**config.mk**
```make
export PLATFORM = sky130hd
export DESIGN_NAME = pipeline_stall_ctrl
export DESIGN_NICKNAME = d
export VERILOG_FILES = /design/src/rtl/pipeline_stall_ctrl_pkg.sv /design/src/rtl/pipeline_stall_ctrl_hazard_detect.sv /design/src/rtl/pipeline_stall_ctrl.sv
export SDC_FILE = /design/constraint.sdc
export NUM_CORES = 1
export LEC_CHECK = 0
export ABC_CLOCK_PERIOD_IN_PS = 6400
export CORE_MARGIN = 1
export CORE_UTILIZATION = 49
export DETAILED_ROUTE_END_ITERATION = 12
export GPL_TIMING_DRIVEN = 0
export PLACE_DENSITY = 0.92
export SYNTH_ARGS = -nofsm -noshare
export SYNTH_HDL_FRONTEND = slang
export SYNTH_SLANG_ARGS = --single-unit
```
**constraint.sdc**
```tcl
create_clock -name clk -period 6.4 [get_ports clk]
set_clock_uncertainty 0.1 [all_clocks]
set_input_delay 1.28 -clock clk [delete_from_list [all_inputs] [get_ports clk]]
set_output_delay 1.28 -clock clk [all_outputs]
set_load 0.01 [all_outputs]
```
**src/rtl/pipeline_stall_ctrl_pkg.sv**
```systemverilog
// ---------------------------------------------------------------------------
// pipeline_stall_ctrl_pkg
// Shared definitions for the 5-stage RISC pipeline control slice:
//   - ALU control codes driven by the EX stage decoder
//   - stall-controller FSM state encoding
//   - helper that classifies an ALU control code as a mul/div operation
// ---------------------------------------------------------------------------
package pipeline_stall_ctrl_pkg;

   localparam logic [3:0] ALUCTRL_AND = 4'b0000;
   localparam logic [3:0] ALUCTRL_OR  = 4'b0001;
   localparam logic [3:0] ALUCTRL_ADD = 4'b0010;
   localparam logic [3:0] ALUCTRL_MUL = 4'b0011;
   localparam logic [3:0] ALUCTRL_DIV = 4'b0100;
   localparam logic [3:0] ALUCTRL_SUB = 4'b0110;

   typedef enum logic {
      ST_RUN     = 1'b0,
      ST_MD_WAIT = 1'b1
   } stall_state_t;

   // True when the code selects the iterative mul/div unit.
   function automatic logic is_md_op(input logic [3:0] aluctrl);
      return (aluctrl == ALUCTRL_MUL) || (aluctrl == ALUCTRL_DIV);
   endfunction

endpackage

```
**src/rtl/pipeline_stall_ctrl_hazard_detect.sv**
```systemverilog
// ---------------------------------------------------------------------------
// hazard_detect
// Purely combinational load-use hazard detector between ID and EX.
// Ports:
//   id_valid, id_rs, id_rt, id_uses_rt : instruction currently in ID
//   ex_valid, ex_memread, ex_write_reg : instruction currently in EX
//   lu_haz                             : ID consumes a register the EX load
//                                        has not produced yet
// ---------------------------------------------------------------------------
module hazard_detect (
   input  logic       id_valid,
   input  logic [4:0] id_rs,
   input  logic [4:0] id_rt,
   input  logic       id_uses_rt,
   input  logic       ex_valid,
   input  logic       ex_memread,
   input  logic [4:0] ex_write_reg,
   output logic       lu_haz
);

   logic w_rs_match;
   logic w_rt_match;

   assign w_rs_match = (ex_write_reg == id_rs);
   assign w_rt_match = id_uses_rt && (ex_write_reg == id_rt);

   // r0 is hardwired to zero, so a load targeting it never creates a hazard.
   assign lu_haz = id_valid && ex_valid && ex_memread &&
                   (ex_write_reg != 5'd0) && (w_rs_match || w_rt_match);

endmodule

```
**src/rtl/pipeline_stall_ctrl.sv**
```systemverilog
// ---------------------------------------------------------------------------
// pipeline_stall_ctrl
// Hazard and multi-cycle sequencing controller for the 5-stage pipeline.
// Inserts one bubble on a load-use hazard, issues mul/div operations and
// freezes IF/ID/EX until the unit reports done (or a timeout forces release).
// Ports:
//   clk, reset          : clock, synchronous active-high reset
//   id_* / ex_*         : ID and EX stage instruction information
//   md_done             : mul/div result valid
//   md_start, md_op     : issue pulse and operation (0 mul, 1 div)
//   pc_write, ifid_write: PC and IF/ID register enables
//   idex_bubble         : zero control bits entering ID/EX
//   ex_hold             : hold ID/EX register
//   exmem_bubble        : zero control bits entering EX/MEM
//   md_timeout          : sticky flag, set on a timeout release
//   stall_count         : saturating count of cycles with pc_write=0
// ---------------------------------------------------------------------------
module pipeline_stall_ctrl
   import pipeline_stall_ctrl_pkg::*;
#(
   parameter int MD_TIMEOUT = 40,
   parameter int CNT_W      = 16
) (
   input  logic             clk,
   input  logic             reset,
   input  logic             id_valid,
   input  logic [4:0]       id_rs,
   input  logic [4:0]       id_rt,
   input  logic             id_uses_rt,
   input  logic             ex_valid,
   input  logic             ex_memread,
   input  logic [4:0]       ex_write_reg,
   input  logic [3:0]       ex_aluctrl,
   input  logic             md_done,
   output logic             md_start,
   output logic             md_op,
   output logic             pc_write,
   output logic             ifid_write,
   output logic             idex_bubble,
   output logic             ex_hold,
   output logic             exmem_bubble,
   output logic             md_timeout,
   output logic [CNT_W-1:0] stall_count
);

   localparam int                WAIT_W    = $clog2(MD_TIMEOUT + 1);
   localparam logic [WAIT_W-1:0] WAIT_LAST = WAIT_W'(MD_TIMEOUT - 1);

   stall_state_t      r_state;
   stall_state_t      w_state_next;
   logic [WAIT_W-1:0] r_wait_cnt;
   logic [WAIT_W-1:0] w_wait_cnt_next;
   logic              r_md_timeout;
   logic              w_md_timeout_next;
   logic [CNT_W-1:0]  r_stall_cnt;
   logic              w_md_req;
   logic              w_lu_haz;

   hazard_detect u_hazard_detect (
      .id_valid     (id_valid),
      .id_rs        (id_rs),
      .id_rt        (id_rt),
      .id_uses_rt   (id_uses_rt),
      .ex_valid     (ex_valid),
      .ex_memread   (ex_memread),
      .ex_write_reg (ex_write_reg),
      .lu_haz       (w_lu_haz)
   );

   assign w_md_req = ex_valid && is_md_op(ex_aluctrl);

   // Mealy output decode and next-state logic. Outputs default to the
   // free-running pattern, which is also the forced pattern during reset.
   always_comb begin
      md_start          = 1'b0;
      md_op             = 1'b0;
      pc_write          = 1'b1;
      ifid_write        = 1'b1;
      idex_bubble       = 1'b0;
      ex_hold           = 1'b0;
      exmem_bubble      = 1'b0;
      w_state_next      = r_state;
      w_wait_cnt_next   = r_wait_cnt;
      w_md_timeout_next = r_md_timeout;

      if (!reset) begin
         case (r_state)
            ST_RUN: begin
               if (w_md_req) begin
                  md_start        = 1'b1;
                  md_op           = (ex_aluctrl == ALUCTRL_DIV);
                  pc_write        = 1'b0;
                  ifid_write      = 1'b0;
                  ex_hold         = 1'b1;
                  exmem_bubble    = 1'b1;
                  w_state_next    = ST_MD_WAIT;
                  w_wait_cnt_next = '0;
               end else if (w_lu_haz) begin
                  pc_write    = 1'b0;
                  ifid_write  = 1'b0;
                  idex_bubble = 1'b1;
               end
            end
            ST_MD_WAIT: begin
               // Release cycle: the MD instruction leaves EX on this edge,
               // so no re-issue even though EX still shows a MUL/DIV code.
               if (md_done || (r_wait_cnt == WAIT_LAST)) begin
                  w_state_next    = ST_RUN;
                  w_wait_cnt_next = '0;
                  if (!md_done) begin
                     w_md_timeout_next = 1'b1;
                  end
               end else begin
                  pc_write        = 1'b0;
                  ifid_write      = 1'b0;
                  ex_hold         = 1'b1;
                  exmem_bubble    = 1'b1;
                  w_wait_cnt_next = r_wait_cnt + 1'b1;
               end
            end
            default: begin
               w_state_next = ST_RUN;
            end
         endcase
      end
   end

   always_ff @(posedge clk) begin
      if (reset) begin
         r_state      <= ST_RUN;
         r_wait_cnt   <= '0;
         r_md_timeout <= 1'b0;
         r_stall_cnt  <= '0;
      end else begin
         r_state      <= w_state_next;
         r_wait_cnt   <= w_wait_cnt_next;
         r_md_timeout <= w_md_timeout_next;
         if (!pc_write && (r_stall_cnt != {CNT_W{1'b1}})) begin
            r_stall_cnt <= r_stall_cnt + 1'b1;
         end
      end
   end

   assign md_timeout  = r_md_timeout;
   assign stall_count = r_stall_cnt;

endmodule

```
# Yosys cells after proc, flatten, opt, wreduce, memory -nomap -nowiden
# Cells that the tools add are included.
[word_totals] register_bits=24 latch_bits=0 ram_bits=0 rom_bits=0 elab_cells=49 output_inout_bits=24 n_memories=0
[classes] n_reduce_logical=13 eq_ne=7 n_mul=0 div_mod_pow=0 shifts=0 mux=21 bitwise_logic=2 magnitude_cmp=0 add_sub_neg=2
[ops] op="adder 16 x 1 -> 16 bit, second input constant" count=1
[ops] op="two-way mux 1 bit" count=16
[ops] op="inequality test 16 bit, second input constant" count=1
[ops] op="two-way mux 6 bit" count=2
[ops] op="one-hot mux 6 bit (2 select lines)" count=1
[ops] op="== test 5 bit" count=2
[ops] op="logical AND 1 bit" count=7
[ops] op="adder 6 x 1 -> 6 bit, second input constant" count=1
[ops] op="== test 6 bit, second input constant" count=1
[ops] op="nonzero test 5 bit" count=1
[ops] op="== test 4 x 2 -> 1 bit, second input constant" count=1
[ops] op="== test 4 x 3 -> 1 bit, second input constant" count=1
[ops] op="one-hot mux 1 bit (2 select lines)" count=2
[ops] op="logical OR 1 bit" count=3
[ops] op="AND reduction 3 bit" count=1
[ops] op="inequality test 2 bit, second input constant" count=1
[ops] op="inverter 1 bit" count=2
[ops] op="zero test 1 bit" count=1

# Depth between registers and ports, before layout
[logic_depth] depth_word=10 depth_mapped=8 mapped_depth_nobuf=7

# Cells and area by module
# A second synthesis with hierarchy kept.
[hier_totals] cells_unflattened=169 area_unflattened_um2=1425.1
[modules_own_cells] module="pipeline_stall_ctrl" instances=1 cells_per_inst=152 seq_area_each_um2=480.5 area_per_inst_um2=1295.0
[modules_own_cells] module="hazard_detect" instances=1 cells_per_inst=17 seq_area_each_um2=0.0 area_per_inst_um2=130.1

# Least setup slack after synthesis
# OpenSTA, ideal clock, no wires.
[synth_path] kind="input to output" startpoint="in ex_write_reg[1]" endpoint="out pc_write" cell_stages=7 path_slack_ns=2.370 arrival_ns=2.650 path_buffers=2 path_cell_list="or4_1 -> o2111ai_2 -> inv_2 -> a21oi_2 -> buf_4 -> or2_2 -> buf_4"
[synth_between] elab_chain_cells=8 word_cells_on_any_way=11
[synth_lines] element="start, declared" line="pipeline_stall_ctrl.sv:32" source="input logic [4:0] ex_write_reg,"
[synth_lines] element="== test 5 bit" line="pipeline_stall_ctrl_hazard_detect.sv:25" source="assign w_rt_match = id_uses_rt && (ex_write_reg == id_rt);"
[synth_lines] element="logical AND 1 bit" line="pipeline_stall_ctrl_hazard_detect.sv:25"
[synth_lines] element="logical OR 1 bit" line="pipeline_stall_ctrl_hazard_detect.sv:29" source="(ex_write_reg != 5'd0) && (w_rs_match || w_rt_match);"
[synth_lines] element="logical AND 1 bit (*)" line="pipeline_stall_ctrl_hazard_detect.sv:29"
[synth_lines] element="two-way mux 1 bit (*) (2 in a row)"
[synth_lines] element="one-hot mux 1 bit (2 select lines) (*)"
[synth_lines] element="two-way mux 1 bit (*)"
[synth_lines] element="end, declared" line="pipeline_stall_ctrl.sv:37" source="output logic pc_write,"
# Mark *: on every way between the ends. The rest lies on a longest branch, timed or not.

# Final worst setup path
[layout_path] startpoint="in ex_write_reg[2]" endpoint="out pc_write"
[layout_between] elab_chain_cells=8 word_cells_on_any_way=11
[layout_lines] element="== test 5 bit" line="pipeline_stall_ctrl_hazard_detect.sv:25"
[layout_lines] element="logical AND 1 bit" line="pipeline_stall_ctrl_hazard_detect.sv:25"
[layout_lines] element="logical OR 1 bit" line="pipeline_stall_ctrl_hazard_detect.sv:29"
[layout_lines] element="logical AND 1 bit (*)" line="pipeline_stall_ctrl_hazard_detect.sv:29"
[layout_lines] element="two-way mux 1 bit (*)" line="pipeline_stall_ctrl.sv:98" source="end else if (w_lu_haz) begin"
[layout_lines] element="two-way mux 1 bit (*)" line="pipeline_stall_ctrl.sv:89" source="if (w_md_req) begin"
[layout_lines] element="one-hot mux 1 bit (2 select lines) (*)" line="pipeline_stall_ctrl.sv:87" source="case (r_state)"
[layout_lines] element="two-way mux 1 bit (*)" line="pipeline_stall_ctrl.sv:86" source="if (!reset) begin"
# Marks and branches as above.

==> metrics.md <==
| Metric | Value |
|---|---|
| Post-route ant nets | `0` |
| Reg clk slew, reported paths | `130 ps` |
| Switching power share of the total | `25.1%` |
| DRC violations left | `6` |
| Highest net fanout along the worst path | `10` |
| Time the worst path needs with I/O delays and setup | `5120 ps` |
| Sum of negative setup slack | `0 ps` |
| Total Nets Final | `262` |
| Static leakage | `0.673 nW` |
| Global-route congestion overflow total | `0` |
| Clock network latency to the later pin of the worst-skew pair | `320 ps` |
| Total count of max-transition violations in the final report | `0` |
| Placed cell areas | `2010 um2` |
| Input/output buffers | `49` |
| Post-cts gate resize count | `0` |
| Nature of the critical path startpoint | `input pin` |
| Yosys cell types | `47` |
| Worst EP arrival | `3740 ps` |
| Result of the run | `finished, violations left` |
| Maximum VDD drop | `0.0720 mV` |
| Post-CTS setup repair buffer count | `0` |
| Initial DRT Pass Iterations | `8` |
| Number of buffers inserted for hold repair after clock tree synthesis | `0` |
| Global-route wire length before repair | `6220 um` |
| Cell at the root of the clock tree | `clkbuf_4` |
| Die area | `3250 um2` |
| Violation count after the first detailed-routing iteration | `94` |
| Ratio of final minimum period to clock period | `80.1%` |
| Syn_nets | `208` |
| Final hold viol count | `0` |
| Num ports | `50` |
| Prevailing post-synth register cell | `dfxtp_1` |
| Part of the power in combinational logic | `18.0%` |
| Clock tree from TritonCTS | `built` |
| Diode count | `0` |
| Average size of a mapped cell | `8.24 um2` |
| Estimated wirelength of the detail-placed design | `2760 um` |
| Vias after detailed routing | `1,569` |
| Row count | `19` |
| Classification of the worst-slack hold path | `reg -> reg` |
| Post-synthesis instance area | `1480 um2` |
| Vias per std cell | `5.94` |
| CTS buffer count | `3` |
| Biggest cell delay along the critical path | `560 ps` |
| Maximum number of pins on one net before global-route repair | `14` |
| Count of flip-flops with a built-in enable after synthesis | `0` |
| Worst slew slack as a fraction of its limit | `60.5%` |
| RePlAce Congestion | `0.808` |
| Die W | `57.0 um` |
| Global Route Usage Sum | `23.9%` |
| Sequential fraction of design power | `53.1%` |
| Wire length reported by the detailed router | `3720 um` |
| Synth warn | `0` |
| Die Ht | `57.0 um` |
| Violations in the final reports | `DRC` |
| Proportion of power drawn by the clock network | `28.8%` |
| Sequential fraction of the synthesis area | `32.4%` |
| Number of buffers on the longest clock path | `2` |
| CTS sink count | `24` |
| Max stage delay cell, worst path | `or4_1` |
| H-tree lvl count | `1` |
| Layout filler cell count | `227` |
| Async set-reset flop share out of synthesis | `0%` |
| Power Dens Cells | `139 nW/um2` |
| Cells along the critical path | `clkdlybuf4s50_1 -> or4_1 -> o2111ai_2 -> inv_2 -> a21oi_2 -> buf_4 -> or2_2 -> buf_4 -> clkdlybuf4s50_1` |
| Actual slew at the worst max-slew pin | `588 ps` |
| Sw Pwr | `71.5 uW` |
| Critical path capture point type | `primary output` |
| Total power draw | `285 uW` |
| Critical path required time | `5020 ps` |
| Placeable core area | `2810 um2` |
| Critical setup path kind | `in -> out` |
| P&R area growth vs syn | `38.1%` |
| Number of antenna violations at the first check in global routing | `0` |
| Number of synthesized register bits | `24` |
| Initial Utilization | `52.9%` |
| Layout cells sized above 1 | `10.3%` |
| Post-Synthesis Cells | `180` |
| Setup-violating endpoint count in the final report | `0` |
| Max-cap violations | `0` |
| Top achievable clock speed | `0.195 GHz` |
| Unrepaired setup endpoints after global routing | `no` |
| Cell internal power dissipation | `213 uW` |
| Via count of the first global-routing pass | `1,490` |
| Cell area after layout | `2050 um2` |
| Wire length per cell after detailed routing | `14.1 um` |
[synthesized netlist by cell type, drive strengths merged (5+ instances only)]
library cell,instances,area (um2)
dfxtp,24,480
a21oi,16,83.8
nand2,12,45.0
nand3,11,55.1
nor2,11,41.3
o31ai,11,82.6
xnor2,10,87.6
buf,9,67.6
o21ai,9,48.8
or4,9,67.6
inv,6,22.5
and3,5,31.3
nor2b,5,31.3
nor3,5,30.0
[critical path: cells and delay by family]
kind                   cells  cell delay [ps]
AND/OR/NAND/NOR            2              710
buffers and inverters      5             1360
AO/OA/AOI/OAI              2              390
[metrics by stage]
step	hold WS [ps]	cells	setup WS (ps)	utilization, %
3_5_place_dp	383	260	1240	71.7
4_1_cts	401	264	1250	73.0
6_report	404	264	1280	73.0
2_1_floorplan	350	180	2370	-
5_1_grt	436	264	1140	73.0
3_3_place_gp	376	260	1310	71.7
[registers in the layout (all words and copies together), names as in the netlist]
signal / count
r_wait_cnt: 6
md_timeout: 1
stall_count: 16
r_state: 1
[worst paths after layout]
kind                                       from  cells after the start  slack, ps             end
worst min-delay path              r_wait_cnt[4]                      1        400   r_wait_cnt[4]
worst max register to register   stall_count[0]                      6       4210  stall_count[8]
worst max-delay path            ex_write_reg[2]                      9       1280        pc_write
worst min register to register    r_wait_cnt[4]                      1        400   r_wait_cnt[4]
[power groups by stage]
| stage | clock network (mW) | logic, mW | registers, mW |
|---|---|---|---|
| finish | 0.0820 | 0.0513 | 0.151 |
| detailed placement | 0 | 0.0511 | 0.154 |
| global route | 0.0882 | 0.0550 | 0.151 |
| global placement | 0 | 0.0500 | 0.154 |
| CTS | 0.0815 | 0.0513 | 0.151 |
| floorplan | 0 | 0.0243 | 0.154 |
[placed cells by master, fill, tap and decap left out, drive strengths merged, types with 2 or more instances in the layout]
| master | count |
|---|---|
| clkbuf | 5 |
| nand2b | 2 |
| o311ai | 3 |
| and3 | 5 |
| o21ai | 9 |
| nor3 | 5 |
| nand3 | 11 |
| a21oi | 16 |
| xnor2 | 10 |
| or3b | 2 |
| or3 | 2 |
| inv | 6 |
| nor2b | 5 |
| ha | 2 |
| nand2 | 12 |
| or2 | 2 |
| clkdlybuf4s50 | 49 |
| nor3b | 2 |
| buf | 9 |
| o31ai | 11 |
| nor2 | 11 |
| dfxtp | 24 |
| nand4 | 4 |
| nor4 | 2 |
| or4 | 9 |
| o41ai | 3 |
[cell type report]
class                      instances  area (um2)  area share (%)
multi-input combinational        140         908            44.3
inverter                           6        22.5            1.10
buffer                            10        71.3            3.48
clock buffer                       4        36.3            1.77
timing repair buffer              49         490            23.9
tap                               31        38.8            1.89
sequential                        24         480            23.5
[cell families after synthesis]
family,Yosys count,synth area share (%)
AND/OR/NAND/NOR,79,30.8
multiplexers,2,1.69
adder cells (fa/ha/maj),2,1.69
flip-flops,24,32.4
AO/OA/AOI/OAI,46,20.6
XOR/XNOR,11,6.50
buffers and inverters,16,6.33
[per-layer routing]
metal,GRT usage [%],vias up,routed length (um)
met3,2.49,5,185
met2,41.3,65,1800
met1,29.4,720,1680
li1,-,779,-
met4,12.2,0,61
met5,0,-,0
Note: power is estimated with default switching activity, not from simulation.
